===== config.mk =====
export PLATFORM = sky130hd
export DESIGN_NAME = layer_compositor
export DESIGN_NICKNAME = d
export VERILOG_FILES = /design/src/rtl/layer_compositor.sv
export SDC_FILE = /design/constraint.sdc
export NUM_CORES = 1
export LEC_CHECK = 0
export BUFFER_PORTS_ARGS = -buffer_cell sky130_fd_sc_hd__buf_4
export CAP_MARGIN = 40
export CORE_AREA = 2 2 97 99
export DETAILED_ROUTE_END_ITERATION = 12
export DIE_AREA = 0 0 99 101
export GPL_ROUTABILITY_DRIVEN = 0
export PLACE_DENSITY_LB_ADDON = 0.08
export SLEW_MARGIN = 20
export SYNTH_ARGS = -nofsm -noshare
export SYNTH_HDL_FRONTEND = slang
export SYNTH_SLANG_ARGS = --single-unit
export TNS_END_PERCENT = 100

===== constraint.sdc =====
create_clock -name clk_25 -period 4.7 [get_ports clk_25]
set_input_delay 0.94 -clock clk_25 [delete_from_list [all_inputs] [get_ports clk_25]]
set_output_delay 0.94 -clock clk_25 [all_outputs]
set_load 0.01 [all_outputs]

===== src/rtl/layer_compositor.sv =====
// layer_compositor
//   Priority-selects one of four RGB444 layers (bit 0 wins) or the background
//   for the current pixel, scales the chosen colour by a global brightness
//   driven by a frame-stepped fade FSM, and registers the result (1-cycle
//   latency).
//
// Optional feature (macro COLLISION_DETECT_EN):
//   defined   - frame-latched flag of layer 0 overlapping any of layers 1..3
//   undefined - collision tied to 0
//
// Ports
//   clk_25       in   1   pixel clock, rising edge
//   reset        in   1   synchronous, active-high
//   pxl_x/pxl_y  in  32   current pixel column/row; (0,0) marks frame start
//   layer_draw   in   4   per-layer draw request, bit 0 highest priority
//   layer_rgb    in  48   layer n colour at [12n+11:12n], R[11:8] G[7:4] B[3:0]
//   bg_rgb       in  12   background colour
//   fade_cmd     in   2   00 hold, 01 fade-in, 10 fade-out, 11 ignored
//   Red_level    out  4   composited red
//   Green_level  out  4   composited green
//   Blue_level   out  4   composited blue
//   layer_id     out  3   winning source, 0-3 layer, 4 background
//   fade_busy    out  1   high while fading in or out
//   collision    out  1   frame-latched collision flag
module layer_compositor (
  input  logic        clk_25,
  input  logic        reset,
  input  logic [31:0] pxl_x,
  input  logic [31:0] pxl_y,
  input  logic [3:0]  layer_draw,
  input  logic [47:0] layer_rgb,
  input  logic [11:0] bg_rgb,
  input  logic [1:0]  fade_cmd,
  output logic [3:0]  Red_level,
  output logic [3:0]  Green_level,
  output logic [3:0]  Blue_level,
  output logic [2:0]  layer_id,
  output logic        fade_busy,
  output logic        collision
);

  typedef enum logic [1:0] {
    SHOWN,
    FADING_OUT,
    DARK,
    FADING_IN
  } fade_state_t;

  fade_state_t r_state;
  fade_state_t w_state_cmd;
  fade_state_t w_state_nxt;
  logic [3:0]  r_bright;
  logic [3:0]  w_bright_nxt;
  logic        w_frame_start;

  logic [11:0] w_sel_rgb;
  logic [2:0]  w_sel_id;
  logic [4:0]  w_gain;

  // out = (c * (bright + 1)) >> 4, product fits in 9 bits
  function automatic logic [3:0] f_scale(input logic [3:0] c, input logic [4:0] g);
    return 4'((9'(c) * 9'(g)) >> 4);
  endfunction

  assign w_frame_start = (pxl_x == 32'd0) && (pxl_y == 32'd0);

  // Command is applied first; a coincident frame_start then steps in the
  // direction of the post-command state.
  always_comb begin
    w_state_cmd  = r_state;
    case (r_state)
      SHOWN:      if (fade_cmd == 2'b10) w_state_cmd = FADING_OUT;
      FADING_OUT: if (fade_cmd == 2'b01) w_state_cmd = FADING_IN;
      DARK:       if (fade_cmd == 2'b01) w_state_cmd = FADING_IN;
      FADING_IN:  if (fade_cmd == 2'b10) w_state_cmd = FADING_OUT;
      default:    w_state_cmd = r_state;
    endcase

    w_state_nxt  = w_state_cmd;
    w_bright_nxt = r_bright;
    if (w_frame_start) begin
      if (w_state_cmd == FADING_OUT) begin
        if (r_bright > 4'd1) begin
          w_bright_nxt = r_bright - 4'd1;
        end else begin
          w_bright_nxt = '0;
          w_state_nxt  = DARK;
        end
      end else if (w_state_cmd == FADING_IN) begin
        if (r_bright < 4'd14) begin
          w_bright_nxt = r_bright + 4'd1;
        end else begin
          w_bright_nxt = '1;
          w_state_nxt  = SHOWN;
        end
      end
    end
  end

  always_ff @(posedge clk_25) begin
    if (reset) begin
      r_state  <= SHOWN;
      r_bright <= '1;
    end else begin
      r_state  <= w_state_nxt;
      r_bright <= w_bright_nxt;
    end
  end

  assign fade_busy = (r_state == FADING_OUT) || (r_state == FADING_IN);

  always_comb begin
    w_sel_rgb = bg_rgb;
    w_sel_id  = 3'd4;
    if (layer_draw[0]) begin
      w_sel_rgb = layer_rgb[11:0];
      w_sel_id  = 3'd0;
    end else if (layer_draw[1]) begin
      w_sel_rgb = layer_rgb[23:12];
      w_sel_id  = 3'd1;
    end else if (layer_draw[2]) begin
      w_sel_rgb = layer_rgb[35:24];
      w_sel_id  = 3'd2;
    end else if (layer_draw[3]) begin
      w_sel_rgb = layer_rgb[47:36];
      w_sel_id  = 3'd3;
    end
  end

  // Pixel uses the brightness registered at the start of this cycle.
  assign w_gain = {1'b0, r_bright} + 5'd1;

  always_ff @(posedge clk_25) begin
    if (reset) begin
      Red_level   <= '0;
      Green_level <= '0;
      Blue_level  <= '0;
      layer_id    <= 3'd4;
    end else begin
      Red_level   <= f_scale(w_sel_rgb[11:8], w_gain);
      Green_level <= f_scale(w_sel_rgb[7:4], w_gain);
      Blue_level  <= f_scale(w_sel_rgb[3:0], w_gain);
      layer_id    <= w_sel_id;
    end
  end

`ifdef COLLISION_DETECT_EN
  logic r_coll_flag;
  logic r_collision;
  logic w_hit;

  assign w_hit = layer_draw[0] & (|layer_draw[3:1]);

  // A hit on the frame_start cycle itself seeds the new frame's flag.
  always_ff @(posedge clk_25) begin
    if (reset) begin
      r_coll_flag <= 1'b0;
      r_collision <= 1'b0;
    end else if (w_frame_start) begin
      r_collision <= r_coll_flag;
      r_coll_flag <= w_hit;
    end else begin
      r_coll_flag <= r_coll_flag | w_hit;
    end
  end

  assign collision = r_collision;
`else
  assign collision = 1'b0;
`endif

endmodule


### Word level (Yosys, flattened, before mapping)

Index checks and enable logic that the tools add are counted.

| storage, ports and cells | value |
|---|---|
| register bits | 21 |
| input bits | 132 |
| output and inout bits | 17 |
| word-level logic and storage cells | 54 |

| operators by class | value |
|---|---|
| add/sub/neg operators | 3 |
| $mul | 3 |
| $lt $le $gt $ge | 2 |
| equality and inequality tests | 7 |
| multiplexer cells | 20 |
| reductions and logical operators | 11 |

Operators by type and width:

| operator | count |
|---|---|
| $logic_not 32->1 | 2 |
| $mux 12 | 4 |
| $mul 4x5->8 | 3 |
| $mux 4 | 4 |
| $mux 2 | 7 |
| $mux 3 | 4 |
| $eq 2x2->1 const B | 4 |
| $eq 2x1->1 const B | 3 |
| $reduce_or 2->1 | 3 |
| $add 4x1->5 const B | 1 |
| $add 4x1->4 const B | 1 |
| $gt 4x1->1 const B | 1 |
| $lt 4x4->1 const B | 1 |
| $pmux 2 s2 | 1 |
| $sub 4x1->4 const B | 1 |
| $reduce_or 3->1 | 1 |
| $logic_not 2->1 | 1 |
| $reduce_and 2->1 | 1 |
| $reduce_bool 2->1 | 1 |
| $logic_and 1x1->1 | 1 |
| $logic_or 1x1->1 | 1 |

### Logic depth before layout (Yosys ltp)

Gate-level depths: netlist (run 1).

| depth | value |
|---|---|
| depth in word-level cells | 7 |
| gate-level depth with buffers | 19 |
| mapped depth without buffers | 17 |

### Worst setup path after synthesis (run 1)

Ideal clock, no wire load.

| path | value |
|---|---|
| path kind | input-to-reg |
| from | in layer_draw[3] |
| to | reg Green_level[2] |
| library setup time | 0.128 ns |
| data arrival time | 4.196 ns |
| required time | 4.572 ns |
| path slack | 0.377 ns |
| stages on the path | 17 |
| path buffers | 2 |
| path through | buf_2 -> buf_6 -> mux2_1 -> o211ai_2 -> a21boi_1 -> and2_1 -> fa_1 -> inv_1 -> fa_1 -> inv_1 -> ha_1 -> inv_1 -> a211oi_1 -> a41oi_2 -> a21oi_1 -> xnor2_1 -> nor2_1 |

| between the ends | value |
|---|---|
| word-level cells in the longest chain between the ends | 5 |

RTL lines:

| item | RTL line | source |
|---|---|---|
| start, declared | 30 | `input logic [3:0] layer_draw,` |
| $mux 12 | 124 | `end else if (layer_draw[3]) begin` |
| $mux 12 | 121 | `end else if (layer_draw[2]) begin` |
| $mux 12 | 118 | `end else if (layer_draw[1]) begin` |
| $mux 12 | 115 | `if (layer_draw[0]) begin` |
| $mul 4x5->8 | 62 | `return 4'((9'(c) * 9'(g)) >> 4);` |
| end signal, assigned | 141 | `Green_level <= f_scale(w_sel_rgb[7:4], w_gain);` |
| end, declared | 35 | `output logic [3:0] Green_level,` |

Every way passes these cells.
A chain may end at the register's enable or synchronous reset.

### Final worst setup path (run 1)

| path | value |
|---|---|
| from | in layer_draw[3] |
| to | reg Red_level[3] |

| between the ends | value |
|---|---|
| word-level cells in the longest chain between the ends | 5 |

RTL lines:

| item | RTL line | source |
|---|---|---|
| $mux 12 | 124 |  |
| $mux 12 | 121 |  |
| $mux 12 | 118 |  |
| $mux 12 | 115 |  |
| $mul 4x5->8 | 62 |  |
| end signal, assigned | 140 | `Red_level <= f_scale(w_sel_rgb[11:8], w_gain);` |
| end, declared | 34 | `output logic [3:0] Red_level,` |

Every way passes these cells.

==> results of run 1 <==
## worst paths after layout
check,to,start,slack (ns)
worst max-delay path,Red_level[3]$_SDFF_PP0_,layer_draw[3],0.36
worst min-delay path,r_bright[3]$_SDFFE_PP1P_,r_bright[3]$_SDFFE_PP1P_,0.61
worst max register to register,Red_level[3]$_SDFF_PP0_,r_bright[0]$_SDFFE_PP1P_,0.66
worst min register to register,r_bright[3]$_SDFFE_PP1P_,r_bright[3]$_SDFFE_PP1P_,0.61
## sequential cells by signal, indices dropped and copies added (netlist names)
register and count:
Blue_level 4, Green_level 4, Red_level 4, r_bright 4, layer_id 3, r_state 2
## cells in the final DEF (no fill, tap or decap), drive strengths merged
master,instances
a31o,1
o21bai,2
nor4,18
xor2,1
or2,6
a41oi,4
nor3b,6
mux2,3
a211oi,3
o211ai,7
nand4,4
a21oi,27
ha,32
nand2b,16
nand4b,3
a21boi,4
a31oi,2
o22ai,1
xnor2,17
conb,1
clkbuf,4
nand3,5
fa,15
a22oi,1
and2,9
and3,8
o21ai,11
nor3,8
o311ai,1
nand2,36
nor2,48
mux2i,10
buf,154
o31a,1
nor2b,13
dfxtp,21
inv,32
o31ai,6
## layer usage
metal | global-route usage | share of wire | vias up
met3 | 0.0291 | 0.054 | 10
met2 | 0.335 | 0.48 | 106
li1 | - | - | 1658
met4 | 0.0506 | 0.014 | 0
met1 | 0.250 | 0.45 | 1458
met5 | 0 | 0 | -
## where the power goes
part	switching, mW	total (mW)	internal (mW)
combinational	0.119	0.263	0.144
sequential	0.00422	0.193	0.189
clock	0.0646	0.125	0.0606
total	0.188	0.581	0.394
## kinds of logic (layout without fill, tap and decap cells)
| logic type | count (synthesis) | in the layout |
|---|---|---|
| buffers and inverters | 50 | 190 |
| muxes | 13 | 13 |
| and+or+nand+nor | 180 | 180 |
| DFF | 21 | 21 |
| adders and majority gates | 47 | 47 |
| other | 1 | 1 |
| AOI/OAI and AO/OA | 71 | 71 |
| xor gates and xnor gates | 18 | 18 |
## critical path, delay by kind of cell
kind / cells / cell delay (ns)
AOI/OAI and AO/OA: 5 / 1.13
and+or+nand+nor: 4 / 0.44
muxes: 1 / 0.34
buffers and inverters: 2 / 0.26
xor gates and xnor gates: 1 / 0.14
adders and majority gates: 3 / 1.23
## layout make-up
class	count	area, µm²
clock buffer	4	45.0
timing repair buffer	154	1160
fill	900	4650
multi-input combinational	330	2440
tap	111	139
inverter	32	120
sequential	21	420
## stage by stage
stage / cells / power (mW)
after detailed placement: 648 / 0.462
after CTS: 652 / 0.590
after global routing: 652 / 0.624
after global placement: 648 / 0.460
final: 652 / 0.581
after floorplan: 401 / 0.332
==> results.txt, run 1 <==
Leak pwr: 2.15 nW
Detail Route Antenna Nets: 0
DP HPWL: 8.14 mm
Largest area contributor in the netlist: dfxtp_1
Final WS setup: 0.357 ns
Synth Area in Compound Gates: 0.162
Worst-case clock buffer depth: 2
Max-slew violation count: 0
Setup crit start kind: input pin
Number of antenna violations at the first check in global routing: 0
Layout net count: 721
Die height: 101 µm
Highest Clock Rate: 230 MHz
Final WL: 9.51 mm
Clock Sinks: 21
Layout cell share with drive strength beyond 1: 0.327
DIE WIDTH: 99 µm
Syn Std Cell Area: 3090 µm²
Count of yosys warnings during synthesis: 0
Number of synthesized flops with an enable pin: 0
# DRC: 0
Final non-filler cell area: 4320 µm²
Final Cycle Share: 0.924
CP max-delay cell: fa_1
First-pass GRT wire length: 15.5 mm
Vias/cell: 4.96
R2R cell count: 13
Die area: 10000 µm²
CP cell instances: buf_4 -> mux2_1 -> o211ai_1 -> nand2_1 -> o21ai_1 -> or2_1 -> fa_1 -> fa_1 -> inv_1 -> ha_1 -> nand4b_1 -> a211oi_1 -> a41oi_2 -> a21oi_1 -> xnor2_1 -> nor2_1
Mean post-synth cell area: 7.70 µm²
Mux cell area share after synthesis: 0.0434
WHS: 0.613 ns
RSZ-0062 raised after global routing: no
Post-Synth XOR/XNOR Area: 0.0511
Synth Flop Type: dfxtp_1
Worst hold path class: reg -> reg
Latest clock arrival within the worst-skew pair: 0.27 ns
Diodes inserted: 0
DR WL/cell: 14.6 µm
Row Count: 35
Initial Utilization: 0.344
Async set or reset register ratio after synthesis: 0
Num CTS Buffers: 3
Largest net degree at the start of global routing: 26
Port Buf Inserts: 147
Max Fanout on Critical Path: 14
Core Area: 8980 µm²
Most frequent cell after synthesis: nor2_1
Drt pass-1 iters: 4
Cell Area, Placed: 4280 µm²
Post-CTS setup buffers: 0
Yosys reg bits: 21
Largest family of logic cells by synthesized area: simple AND/OR/NAND/NOR gates
CTS tree: yes
Vias in the first global route: 3228
Worst path required time: 4.86 ns
Worst-margin pin slew: 0.611 ns
Number of max-cap violations: 0
Top post-synthesis cells by area: dfxtp_1 14%, ha_1 13%, fa_1 9.7%
Simple-gate share of the synthesized area: 0.307
Status: complete, no violations
WS Path Type: in -> reg
Worst Path Arrival: 4.50 ns
Post-cts hold buffer count: 0
Dpl ws: 0.0746 ns
Clock transition at the registers of the reported paths: 0.09 ns
Unique masters post-synth: 51
Total global routing overflow: 0
Final core occ: 0.482
Pwr dens: 134 nW/µm²
Worst path most repeated cell: fa_1
Root Driver: clkbuf_8
Peak supply drop: 0.0793 mV
Setup TNS: 0 ns
Clock skew: 0.00665 ns
DR vias: 3232
P&R area growth vs syn: 40.0%
Min Tclk post-route: 4.34 ns
Worst slew margin relative to its limit: 0.590
Top-area cell type share of the netlist area: 0.136
Register area share after synthesis: 0.136
Iter 0 DRT Violations: 76
Worst Hold Depth: 2
# resized after CTS: 0
Post-Syn Nets: 580
# IOs: 149
Commonest cells in the netlist: 48 x nor2_1, 36 x nand2_1, 32 x ha_1
Final Hold Viols: 0
Setup violations, final: 0
CP endpoint kind: flop
Mapped Cells: 401
H-tree depth: 1
Adder-cell share of the synthesized area: 0.227
Max stage delay on crit path: 0.54 ns
Gr usage total: 0.193
No activity file was read; power rests on OpenSTA's default activity.
==> run 2: changes to the inputs <==
Settings changed: CORE_AREA 2 2 97 99 to 2 2 84 86, DIE_AREA 0 0 99 101 to 0 0 86 88.
==> run 2 against run 1 <==
  * Core utilization increased by 16 points
  * Clock skew decreased by 0.00071 ns
  * Final area decreased by 1.9%
  * Non-clock buffer count decreased by 6
  * Combinational power about the same
  * Total power increased by 0.95%
  * Fmax decreased by 1.0%
  * Count of clock-buffer cells in the layout unchanged
  * Critical path depth unchanged
  * Global-route usage increased by 6.2 points
  * Setup slack got worse by 0.044 ns
  * Critical path type unchanged
==> results.txt, run 2 (same netlist as run 1, synthesis figures left out) <==
Status: complete, no violations
Core Area: 6640 µm²
Final Hold Viols: 0
Max-slew violation count: 0
Number of antenna violations at the first check in global routing: 0
Diodes inserted: 0
Fill count: 595
Switching pwr: 195 µW
Final Instance Count excl. Fillers: 615
RR Endpoint: Red_level[2]$_SDFF_PP0_
CTS tree: yes
Number of max-cap violations: 0
P_int: 392 µW
Max stage delay on crit path: 0.55 ns
Final non-filler cell area: 4240 µm²
Setup violations, final: 0
CP top delay family: adder cells
Worst-case clock buffer depth: 2
Final WS setup: 0.313 ns
DIE WIDTH: 86 µm
Clock skew: 0.00595 ns
Multi-input gate area: 2440 µm²
Worst-margin pin slew: 0.631 ns
CP endpoint kind: flop
Combinational Power Share: 0.449
DR WL/cell: 15.1 µm
R2R Setup Slk: 0.55 ns
Worst path bufs/invs: 2
Detail Route Antenna Nets: 0
RSZ-0062 raised after global routing: no
Dpl ws: 0.0277 ns
Setup crit start kind: input pin
Worst slew margin relative to its limit: 0.576
R2R cell count: 13
DP HPWL: 7.76 mm
Pwr dens: 138 nW/µm²
Worst path most repeated cell: fa_1
Layout net count: 715
WS Path Type: in -> reg
Worst Path Arrival: 4.56 ns
Final WL: 9.29 mm
Total global routing overflow: 0
Clock power share: 0.223
Leak pwr: 2.12 nW
Num CTS Buffers: 3
Die height: 88 µm
Final Cycle Share: 0.933
Vias in the first global route: 3345
First-pass GRT wire length: 15.4 mm
Min Tclk post-route: 4.39 ns
Layout cell share with drive strength beyond 1: 0.320
# IOs: 149
Most frequent cells in the layout: 148 x buf_4, 48 x nor2_1, 36 x nand2_1
Clock transition at the registers of the reported paths: 0.09 ns
Worst path required time: 4.87 ns
# resized after CTS: 0
Initial Utilization: 0.465
Setup TNS: 0 ns
Commonest non-fill, non-tap cell in the layout: buf_4
FF/Latch Area: 420 µm²
Sequential power share: 0.329
Hold endpoint: r_bright[3]$_SDFFE_PP1P_
Drt pass-1 iters: 4
Row Count: 30
Latest clock arrival within the worst-skew pair: 0.27 ns
Root Driver: clkbuf_8
Gr usage total: 0.255
Iter 0 DRT Violations: 85
Die area: 7570 µm²
Post-cts hold buffer count: 0
Port Buf Inserts: 147
CP cell instances: buf_4 -> mux2_1 -> o211ai_1 -> nand2_1 -> o21ai_1 -> or2_1 -> fa_1 -> fa_1 -> inv_1 -> ha_1 -> nand4b_1 -> a211oi_1 -> a41oi_2 -> a21oi_1 -> xnor2_1 -> nor2_1
Vias/cell: 5.40
Peak supply drop: 0.0858 mV
# DRC: 0
Worst hold path class: reg -> reg
Max Fanout on Critical Path: 14
H-tree depth: 1
Highest Clock Rate: 228 MHz
Largest net degree at the start of global routing: 26
Worst Hold Depth: 2
Hold Crit Start: r_bright[3]$_SDFFE_PP1P_
Cell Area, Placed: 4190 µm²
CP max-delay cell: fa_1
# placed instances: 611
Final core occ: 0.638
Post-CTS setup buffers: 0
P&R area growth vs syn: 37.3%
Worst reg2reg path startpoint: r_bright[0]$_SDFFE_PP1P_
Clock Sinks: 21
Switching portion of total power: 0.332
DR vias: 3318
## run 2: worst reg2reg max path, delay by kind of cell (launching register included)
kind,cells,cell delay (ns)
fa+ha+maj,4,1.97
compound gates,3,0.72
flops,1,0.60
simple gates,3,0.34
buf+inv,2,0.27
xor+xnor,1,0.13
## run 2: power by group through the flow
| stage | registers (mW) | clock network (mW) | logic (mW) |
|---|---|---|---|
| after floorplan | 0.202 | 0 | 0.130 |
| after global placement | 0.197 | 0 | 0.258 |
| after CTS | 0.193 | 0.132 | 0.265 |
| after global routing | 0.194 | 0.139 | 0.291 |
| final | 0.193 | 0.131 | 0.263 |
| after detailed placement | 0.197 | 0 | 0.263 |
## run 2: metal layers
metal  track usage  part of all wire  vias up
li1              -                 -     1651
met3        0.0471             0.066       15
met4        0.0837             0.018        0
met5             0                 0        -
met1         0.312              0.42     1533
met2         0.452              0.49      119
## run 2: how the worst max path moves through the flow
stage                        startpoint                   endpoint  slack, ns  depth (start not counted)
after global routing      layer_draw[3]    Red_level[2]$_SDFF_PP0_       0.02                         16
after detailed placement  layer_draw[3]    Red_level[3]$_SDFF_PP0_       0.03                         16
after floorplan           layer_draw[3]  Green_level[2]$_SDFF_PP0_       0.38                         17
final                     layer_draw[3]    Red_level[2]$_SDFF_PP0_       0.31                         16
after CTS                 layer_draw[3]    Red_level[3]$_SDFF_PP0_       0.32                         16
after global placement    layer_draw[3]    Red_level[3]$_SDFF_PP0_       0.19                         16
## run 2: cell type report
class | count | share of cell area
tap | 80 | 0.0236
multi-input combinational | 330 | 0.576
clock buffer | 4 | 0.0106
inverter | 32 | 0.0283
sequential | 21 | 0.0992
timing repair buffer | 148 | 0.262
## run 2: through the flow
step	hold slack (ns)	total power [mW]
floorplan	0.552	0.332
global placement	0.601	0.455
detailed placement	0.608	0.460
CTS	0.621	0.589
global route	0.688	0.624
finish	0.630	0.587
